===== src/rtl/reg_fifo.sv =====
// Register-based FIFO with first-word-fall-through output and a sticky overflow flag.
// Defining REG_FIFO_COUNT_EN adds the count occupancy output.
module reg_fifo #(
    parameter int N     = 32,
    parameter int DEPTH = 4,
    parameter int AW    = 2
) (
    input  logic          clk,
    input  logic          reset,
    input  logic [N-1:0]  d,
    input  logic          push,
    input  logic          pop,
    output logic [N-1:0]  z,
    output logic          empty,
    output logic          full,
    output logic          ovf
`ifdef REG_FIFO_COUNT_EN
    ,
    output logic [AW:0]   count
`endif
);

    localparam logic [AW:0]   OCC_FULL = (AW+1)'(DEPTH);
    localparam logic [AW:0]   OCC_ONE  = (AW+1)'(1);
    localparam logic [AW-1:0] PTR_ONE  = AW'(1);

    logic [N-1:0]  mem_r [DEPTH];
    logic [AW-1:0] wr_ptr_r;
    logic [AW-1:0] rd_ptr_r;
    logic [AW:0]   occ_r;
    logic          ovf_r;

    logic          empty_s;
    logic          full_s;
    logic          do_pop_s;
    logic          do_push_s;
    logic          drop_s;
    logic [AW:0]   occ_nxt_s;

    // Occupancy flags and accept decisions; a pop frees a slot for a same-cycle push.
    always_comb begin
        empty_s   = (occ_r == (AW+1)'(0));
        full_s    = (occ_r == OCC_FULL);
        do_pop_s  = pop & ~empty_s;
        do_push_s = push & (~full_s | do_pop_s);
        drop_s    = push & full_s & ~do_pop_s;
    end

    // Next occupancy from the accepted operations.
    always_comb begin
        occ_nxt_s = occ_r;
        case ({do_push_s, do_pop_s})
            2'b10:   occ_nxt_s = occ_r + OCC_ONE;
            2'b01:   occ_nxt_s = occ_r - OCC_ONE;
            default: occ_nxt_s = occ_r;
        endcase
    end

    // Pointer, occupancy and overflow state.
    always_ff @(posedge clk or posedge reset) begin
        if (reset) begin
            wr_ptr_r <= '0;
            rd_ptr_r <= '0;
            occ_r    <= '0;
            ovf_r    <= 1'b0;
        end else begin
            if (do_push_s) begin
                wr_ptr_r <= wr_ptr_r + PTR_ONE;
            end
            if (do_pop_s) begin
                rd_ptr_r <= rd_ptr_r + PTR_ONE;
            end
            occ_r <= occ_nxt_s;
            if (drop_s) begin
                ovf_r <= 1'b1;
            end
        end
    end

    // Storage is never cleared; stale entries stay hidden because occupancy gates z.
    always_ff @(posedge clk) begin
        if (do_push_s && !reset) begin
            mem_r[wr_ptr_r] <= d;
        end
    end

    // Head-of-queue output, forced to zero while empty.
    always_comb begin
        if (empty_s) begin
            z = '0;
        end else begin
            z = mem_r[rd_ptr_r];
        end
    end

    assign empty = empty_s;
    assign full  = full_s;
    assign ovf   = ovf_r;
`ifdef REG_FIFO_COUNT_EN
    assign count = occ_r;
`endif

endmodule


===== config.mk =====
export PLATFORM = sky130hd
export DESIGN_NAME = reg_fifo
export DESIGN_NICKNAME = d
export VERILOG_FILES = /design/src/rtl/reg_fifo.sv
export SDC_FILE = /design/constraint.sdc
export NUM_CORES = 1
export LEC_CHECK = 0
export BUFFER_PORTS_ARGS = -buffer_cell sky130_fd_sc_hd__buf_2
export CORE_AREA = 2 2 102 104
export DETAILED_ROUTE_END_ITERATION = 7
export DIE_AREA = 0 0 104 106
export PLACE_DENSITY = 0.83
export SLEW_MARGIN = 20
export SYNTH_ARGS = -nofsm -noshare
export SYNTH_HDL_FRONTEND = slang
export SYNTH_SLANG_ARGS = --single-unit
export TNS_END_PERCENT = 5

===== constraint.sdc =====
create_clock -name clk -period 6.61 [get_ports clk]
set_input_delay 0 -clock clk [delete_from_list [all_inputs] [get_ports clk]]
set_output_delay 0 -clock clk [all_outputs]
set_load 0.05 [all_outputs]

# After elaboration in Yosys (flattened, before gate mapping)

Memory sizes are Yosys's and may differ from the RTL's.
Cells that the tools add are included.

Register bits: 8
Memory bits (writable): 128
Output and inout port bits: 35
Word-level logic and storage cells: 28
Memories kept: 1

Add/subtract/negate cells: 4
Equality and inequality tests: 3
Mux-type cells: 4
Bitwise logic cells: 8
Reductions and logical operators: 4

Memories:

| memory | depth | bits a word | rd ports | clocked after memory_dff | write ports | RTL line | text |
|---|---|---|---|---|---|---|---|
| mem_r  | 4     | 32          | 1        | 0                        | 1           | 27       | `logic [N-1:0] mem_r [DEPTH];` |

Operators by type and width:

| cell                                                 | number |
|---|---|
| 2-to-1 mux 32 bit                                    | 1 |
| one-hot mux 3 bit (2 select lines)                   | 1 |
| adder 2 x 1 -> 2 bit (second input constant)         | 2 |
| bitwise AND 1 bit                                    | 4 |
| adder 3 x 1 -> 3 bit (second input constant)         | 1 |
| equality test 3 bit (second input constant)          | 1 |
| zero test 3 bit                                      | 1 |
| NOT 1 bit                                            | 3 |
| subtractor 3 x 1 -> 3 bit (second input constant)    | 1 |
| equality test 2 x 1 -> 1 bit (second input constant) | 1 |
| equality test 2 bit (second input constant)          | 1 |
| 2-to-1 mux 1 bit                                     | 2 |
| nonzero test 2 bit                                   | 1 |
| logical AND 1 bit                                    | 1 |
| zero test 1 bit                                      | 1 |
| OR 1 bit                                             | 1 |

# Logic depth before layout (Yosys ltp)

Depth in word-level cells: 8
Mapped depth: 8
Mapped depth without buffers: 8

# Least setup slack after synthesis

Ideal clock, no wire load.

Path kind: register -> register
From: register occ_r[2]
To: memory mem_r[0][0], enable pin
Data arrival time: 3.071 ns
Slack: 3.071 ns
Stages on the path, launching flop included: 4
Path buffers: 0
Cell sequence: dfrtp_1 > inv_1 > o41ai_4 > nor3b_1

Cells in the longest elaborated chain, start to end: 8
Elaborated cells on any way between the ends: 10

Ends and longest elaborated chain:

| element                                    | RTL line | text |
|---|---|---|
| start: declaration                         | 30       | `logic [AW:0] occ_r;` |
| start signal: assignment                   | 73       | `occ_r <= occ_nxt_s;` |
| zero test 3 bit                            | 42       | `empty_s = (occ_r == (AW+1)'(0));` |
| NOT 1 bit                                  | 44       | `do_pop_s = pop & ~empty_s;` |
| bitwise AND 1 bit                          | 44       |  |
| OR 1 bit (*)                               | 45       | `do_push_s = push & (~full_s \| do_pop_s);` |
| bitwise AND 1 bit (*)                      | 45       |  |
| logical AND 1 bit (*)                      | 82       | `if (do_push_s && !reset) begin` |
| 2-to-1 mux 1 bit (*)                       | 82       |  |
| 2-to-1 mux 1 bit (not written as such) (*) | 83       | `mem_r[wr_ptr_r] <= d;` |
| end: declaration                           | 27       |  |

Mark *: on every way between the ends. The rest lies on a longest branch, timed or not.

# Final worst setup path

From: register rd_ptr_r[0]
To: output port z[0]

Cells in the longest elaborated chain, start to end: 2

Ends and longest elaborated chain:

| element                  | RTL line | text |
|---|---|---|
| start: declaration       | 29       | `logic [AW-1:0] rd_ptr_r;` |
| start signal: assignment | 71       | `rd_ptr_r <= rd_ptr_r + PTR_ONE;` |
| memory (4 x 32 bit)      | n/a      |  |
| 2-to-1 mux 32 bit        | 89       | `if (empty_s) begin` |
| end: declaration         | 13       | `output logic [N-1:0] z,` |

No other way between the ends.

==> results.txt <==
The worst-margin pin slew is 0.835 ns. The floorplan step set the die height to 106 um. The post-synth net total came out at 287. Synthesis inferred 136 register bits. In the final design database the tool counted 411 nets. The clock slew seen by the registers of the worst setup and hold paths is 0.06 ns. At the end of routability-driven placement, the weighted congestion stood at 0.751. The detailed router placed 2733 vias in this run. The total congestion overflow after global routing came out at 0. For the worst setup path, the data required time is 6.61 ns.

The layout-stage area growth over the synthesis result is 27.3%. The region available for standard cell placement spans 10000 um2. The number of instances in the synthesized netlist is 245.

The post-synthesis instance area came out at 5370 um2. The final count of hold timing violations came out at 0. Of the available clock period, the critical path in the final layout requires 36.7%. The final number of max-transition violations was 0.

The final antenna-violating net count came out at 0. The total of fill cells in the finished design came out at 639. The maximum clock insertion buffer count is 2.

The sum of routed wire length over all layers is 9440 um. The number of I/O port buffers came out at 70. The number of buffers inserted during clock tree synthesis is 17. Setup repair after global routing left no endpoint under its margin. The number of detailed-route iterations in the first pass came out at 4. The DRC marker count from the first detailed-route iteration came out at 207. The clock reaches the later pin of the worst-skew pair after 0.51 ns.

The worst path in the final design needs a cycle of 2.42 ns, including I/O delays and setup. 0 antenna diodes ended up in the layout. TritonCTS built the clock tree. The share of post-route cells with drive strength above 1 is 38.0%. The vias per cell came out at 5.28. CTS built an H-tree with a depth of 4. The number of endpoints failing setup at the final stage came out at 0. The fmax came out at 412 MHz. The data arrival time of the critical path is 2.42 ns. The classification of the worst setup path is reg2out. The footprint of the multi-input gates is 1240 um2. The worst-case headroom to the max-slew limit is 44.3%. The worst setup path is launched from a flop. The sum of net half-perimeters after detailed placement is 5420 um.

The run finished with clean final reports. The number of cell rows came out at 37. The total number of clock tree sinks came out at 136. The global-route wire length before repair came out at 15000 um. In this run the worst path has a maximum fanout of 34. The initial utilization of the core area, before any placement, comes to 53.7%. In the final layout, flip-flops and latches occupy 4050 um2.

In the final routed layout, each cell accounts on average for 18.2 um. STA classifies the critical path endpoint as an output pin. CTS placed an instance of sky130_fd_sc_hd__clkbuf_8 at the clock tree root. The horizontal extent of the die came out at 104 um. The number of warnings reported in the yosys synthesis log is 0. The via count of the first global-routing pass came out at 2924. The clock skew after layout came out at 0.00994 ns. The share of the yosys chip area belonging to registers is 75.3%.

The full die area came out at 11000 um2. The I/O pin total came out at 71. The maximum number of pins on one net before global-route repair is 36.

A synthesized cell averages 21.9 um2. The post-CTS setup repair buffer count came out at 0. The number of violations of the max-capacitance limit came out at 0. The peak ir drop on the vdd network is 0.271 mV. Yosys mapped the design onto 24 distinct sky130hd cell types.

The tightest min-delay check is of the in2async type. The worst hold slack after final layout is 0.0580 ns. The total DRC errors in the routed layout is 0. The total global-route track usage is 18.4%. The cell leakage power is 2.49 nW.

The number of antenna violations at the first check in global routing was 0. Adding up every negative setup slack in the final design gives 0 ns. The power density normalized to cell area is 483 nW/um2.
-- through the flow --
stage          std cells  power, mW  util (%)  instance area, um2  setup slack [ns]
5_1_grt              518       3.45      68.4                6840              4.02
4_1_cts              518       3.33      68.4                6840              4.11
3_5_place_dp         450       2.43      59.1                5910              4.28
6_report             518       3.30      68.4                6840              4.19
3_3_place_gp         450       2.41      59.1                5910              4.34
2_1_floorplan        245       2.17         -                5370              3.07
-- synth_stat cells --
cell / n / area, um2
sky130_fd_sc_hd__nand2_1: 1 / 3.75
sky130_fd_sc_hd__o41ai_4: 1 / 27.5
sky130_fd_sc_hd__xnor2_1: 3 / 26.3
sky130_fd_sc_hd__a31o_2: 1 / 8.76
sky130_fd_sc_hd__nor2_1: 3 / 11.3
sky130_fd_sc_hd__xor2_1: 3 / 26.3
sky130_fd_sc_hd__mux2_4: 1 / 15.0
sky130_fd_sc_hd__mux4_1: 8 / 210
sky130_fd_sc_hd__dfrtp_1: 8 / 200
sky130_fd_sc_hd__fa_1: 1 / 20.0
sky130_fd_sc_hd__edfxtp_1: 128 / 3840
sky130_fd_sc_hd__nor3_2: 1 / 10.0
sky130_fd_sc_hd__nor3_1: 1 / 5.00
sky130_fd_sc_hd__buf_2: 4 / 20.0
sky130_fd_sc_hd__mux2i_1: 1 / 10.0
sky130_fd_sc_hd__nor3b_1: 4 / 30.0
sky130_fd_sc_hd__buf_6: 3 / 33.8
sky130_fd_sc_hd__and2b_1: 5 / 37.5
sky130_fd_sc_hd__nor2b_1: 27 / 169
sky130_fd_sc_hd__mux4_2: 24 / 541
sky130_fd_sc_hd__clkbuf_1: 3 / 11.3
sky130_fd_sc_hd__buf_12: 1 / 20.0
sky130_fd_sc_hd__ha_1: 5 / 62.6
sky130_fd_sc_hd__inv_1: 8 / 30.0
-- cell families (layout without fill, tap and decap cells) --
kind of cell               count (synthesis)  after routing  share of synthesized area, %
AOI/OAI and AO/OA                          2              2                         0.675
xor gates and xnor gates                   6              6                         0.978
adders and majority gates                  6              6                          1.54
buffers and inverters                     19            156                          2.14
DFF                                      136            136                          75.3
muxes                                     34             34                          14.4
and+or+nand+nor                           42             42                          4.96
-- final cells by class --
type / instances / share of cell area (%)
clock inverter: 15 / 2.23
tap: 136 / 2.49
clock buffer: 17 / 6.06
multi-input combinational: 90 / 18.1
inverter: 8 / 0.439
sequential: 136 / 59.2
timing repair buffer: 116 / 11.5
-- final timing paths --
| kind | from | endpoint | slack, ns | cells past startpoint |
|---|---|---|---|---|
| min | reset | occ_r[0] | 0.06 | 3 |
| min in group clk | d[30] | mem_r[0][30] | 0.25 | 2 |
| max in group asynchronous | reset | rd_ptr_r[0] | 6.31 | 3 |
| max | rd_ptr_r[0] | z[0] | 4.19 | 4 |
| max reg2reg | occ_r[0] | occ_r[2] | 4.27 | 7 |
| min reg2reg | wr_ptr_r[0] | wr_ptr_r[0] | 0.56 | 1 |
-- placed cells by master (no fill, tap or decap), types with 2 or more instances in the layout --
cell type / synthesis / final
sky130_fd_sc_hd__clkinv_2: 0 / 3
sky130_fd_sc_hd__xor2_1: 3 / 3
sky130_fd_sc_hd__buf_4: 0 / 10
sky130_fd_sc_hd__nor2b_1: 27 / 27
sky130_fd_sc_hd__mux4_1: 8 / 8
sky130_fd_sc_hd__buf_2: 4 / 70
sky130_fd_sc_hd__dfrtp_2: 0 / 2
sky130_fd_sc_hd__xnor2_1: 3 / 3
sky130_fd_sc_hd__clkinvlp_4: 0 / 4
sky130_fd_sc_hd__nor2_1: 3 / 3
sky130_fd_sc_hd__edfxtp_1: 128 / 128
sky130_fd_sc_hd__inv_6: 0 / 2
sky130_fd_sc_hd__ha_1: 5 / 5
sky130_fd_sc_hd__clkbuf_16: 0 / 16
sky130_fd_sc_hd__inv_1: 8 / 8
sky130_fd_sc_hd__clkinv_4: 0 / 3
sky130_fd_sc_hd__and2b_1: 5 / 5
sky130_fd_sc_hd__mux4_2: 24 / 24
sky130_fd_sc_hd__dlygate4sd3_1: 0 / 36
sky130_fd_sc_hd__dfrtp_1: 8 / 6
sky130_fd_sc_hd__bufinv_16: 0 / 2
sky130_fd_sc_hd__nor3b_2: 0 / 4
-- critical path, cell delays in order (launching register included) --
cell                      delay [ns]
sky130_fd_sc_hd__dfrtp_2        0.34
sky130_fd_sc_hd__buf_4          0.53
sky130_fd_sc_hd__mux4_1         0.64
sky130_fd_sc_hd__nor2b_1        0.17
sky130_fd_sc_hd__buf_2          0.24
-- routing by layer --
metal  vias up  global-route usage (%)  share of wire, %
li1       1235                       -                 -
met1      1385                    22.3                41
met2        99                    30.9                52
met3        14                    6.19               5.5
met4         0                    7.34               1.5
met5         -                       0                 0
-- state kept, by name (all words and copies together) (netlist names) --
register	count
occ_r	3
wr_ptr_r	2
mem_r	128
ovf	1
rd_ptr_r	2
-- repair_timing --
| action | in CTS | in global routing |
|---|---|---|
| hold buffers | 36 | 0 |
| hold endpoints to repair | 141 | 0 |
| resized for setup | 0 | 0 |
-- power by group --
| group | switching [mW] | internal (mW) | total (mW) | leakage (nW) |
|---|---|---|---|---|
| Sequential | 0.0885 | 1.06 | 1.15 | 1.25 |
| Clock | 0.340 | 0.536 | 0.876 | 0.268 |
| Combinational | 0.849 | 0.432 | 1.28 | 0.970 |
| Total | 1.28 | 2.03 | 3.30 | 2.49 |
Power figures use the tool's default switching activity.
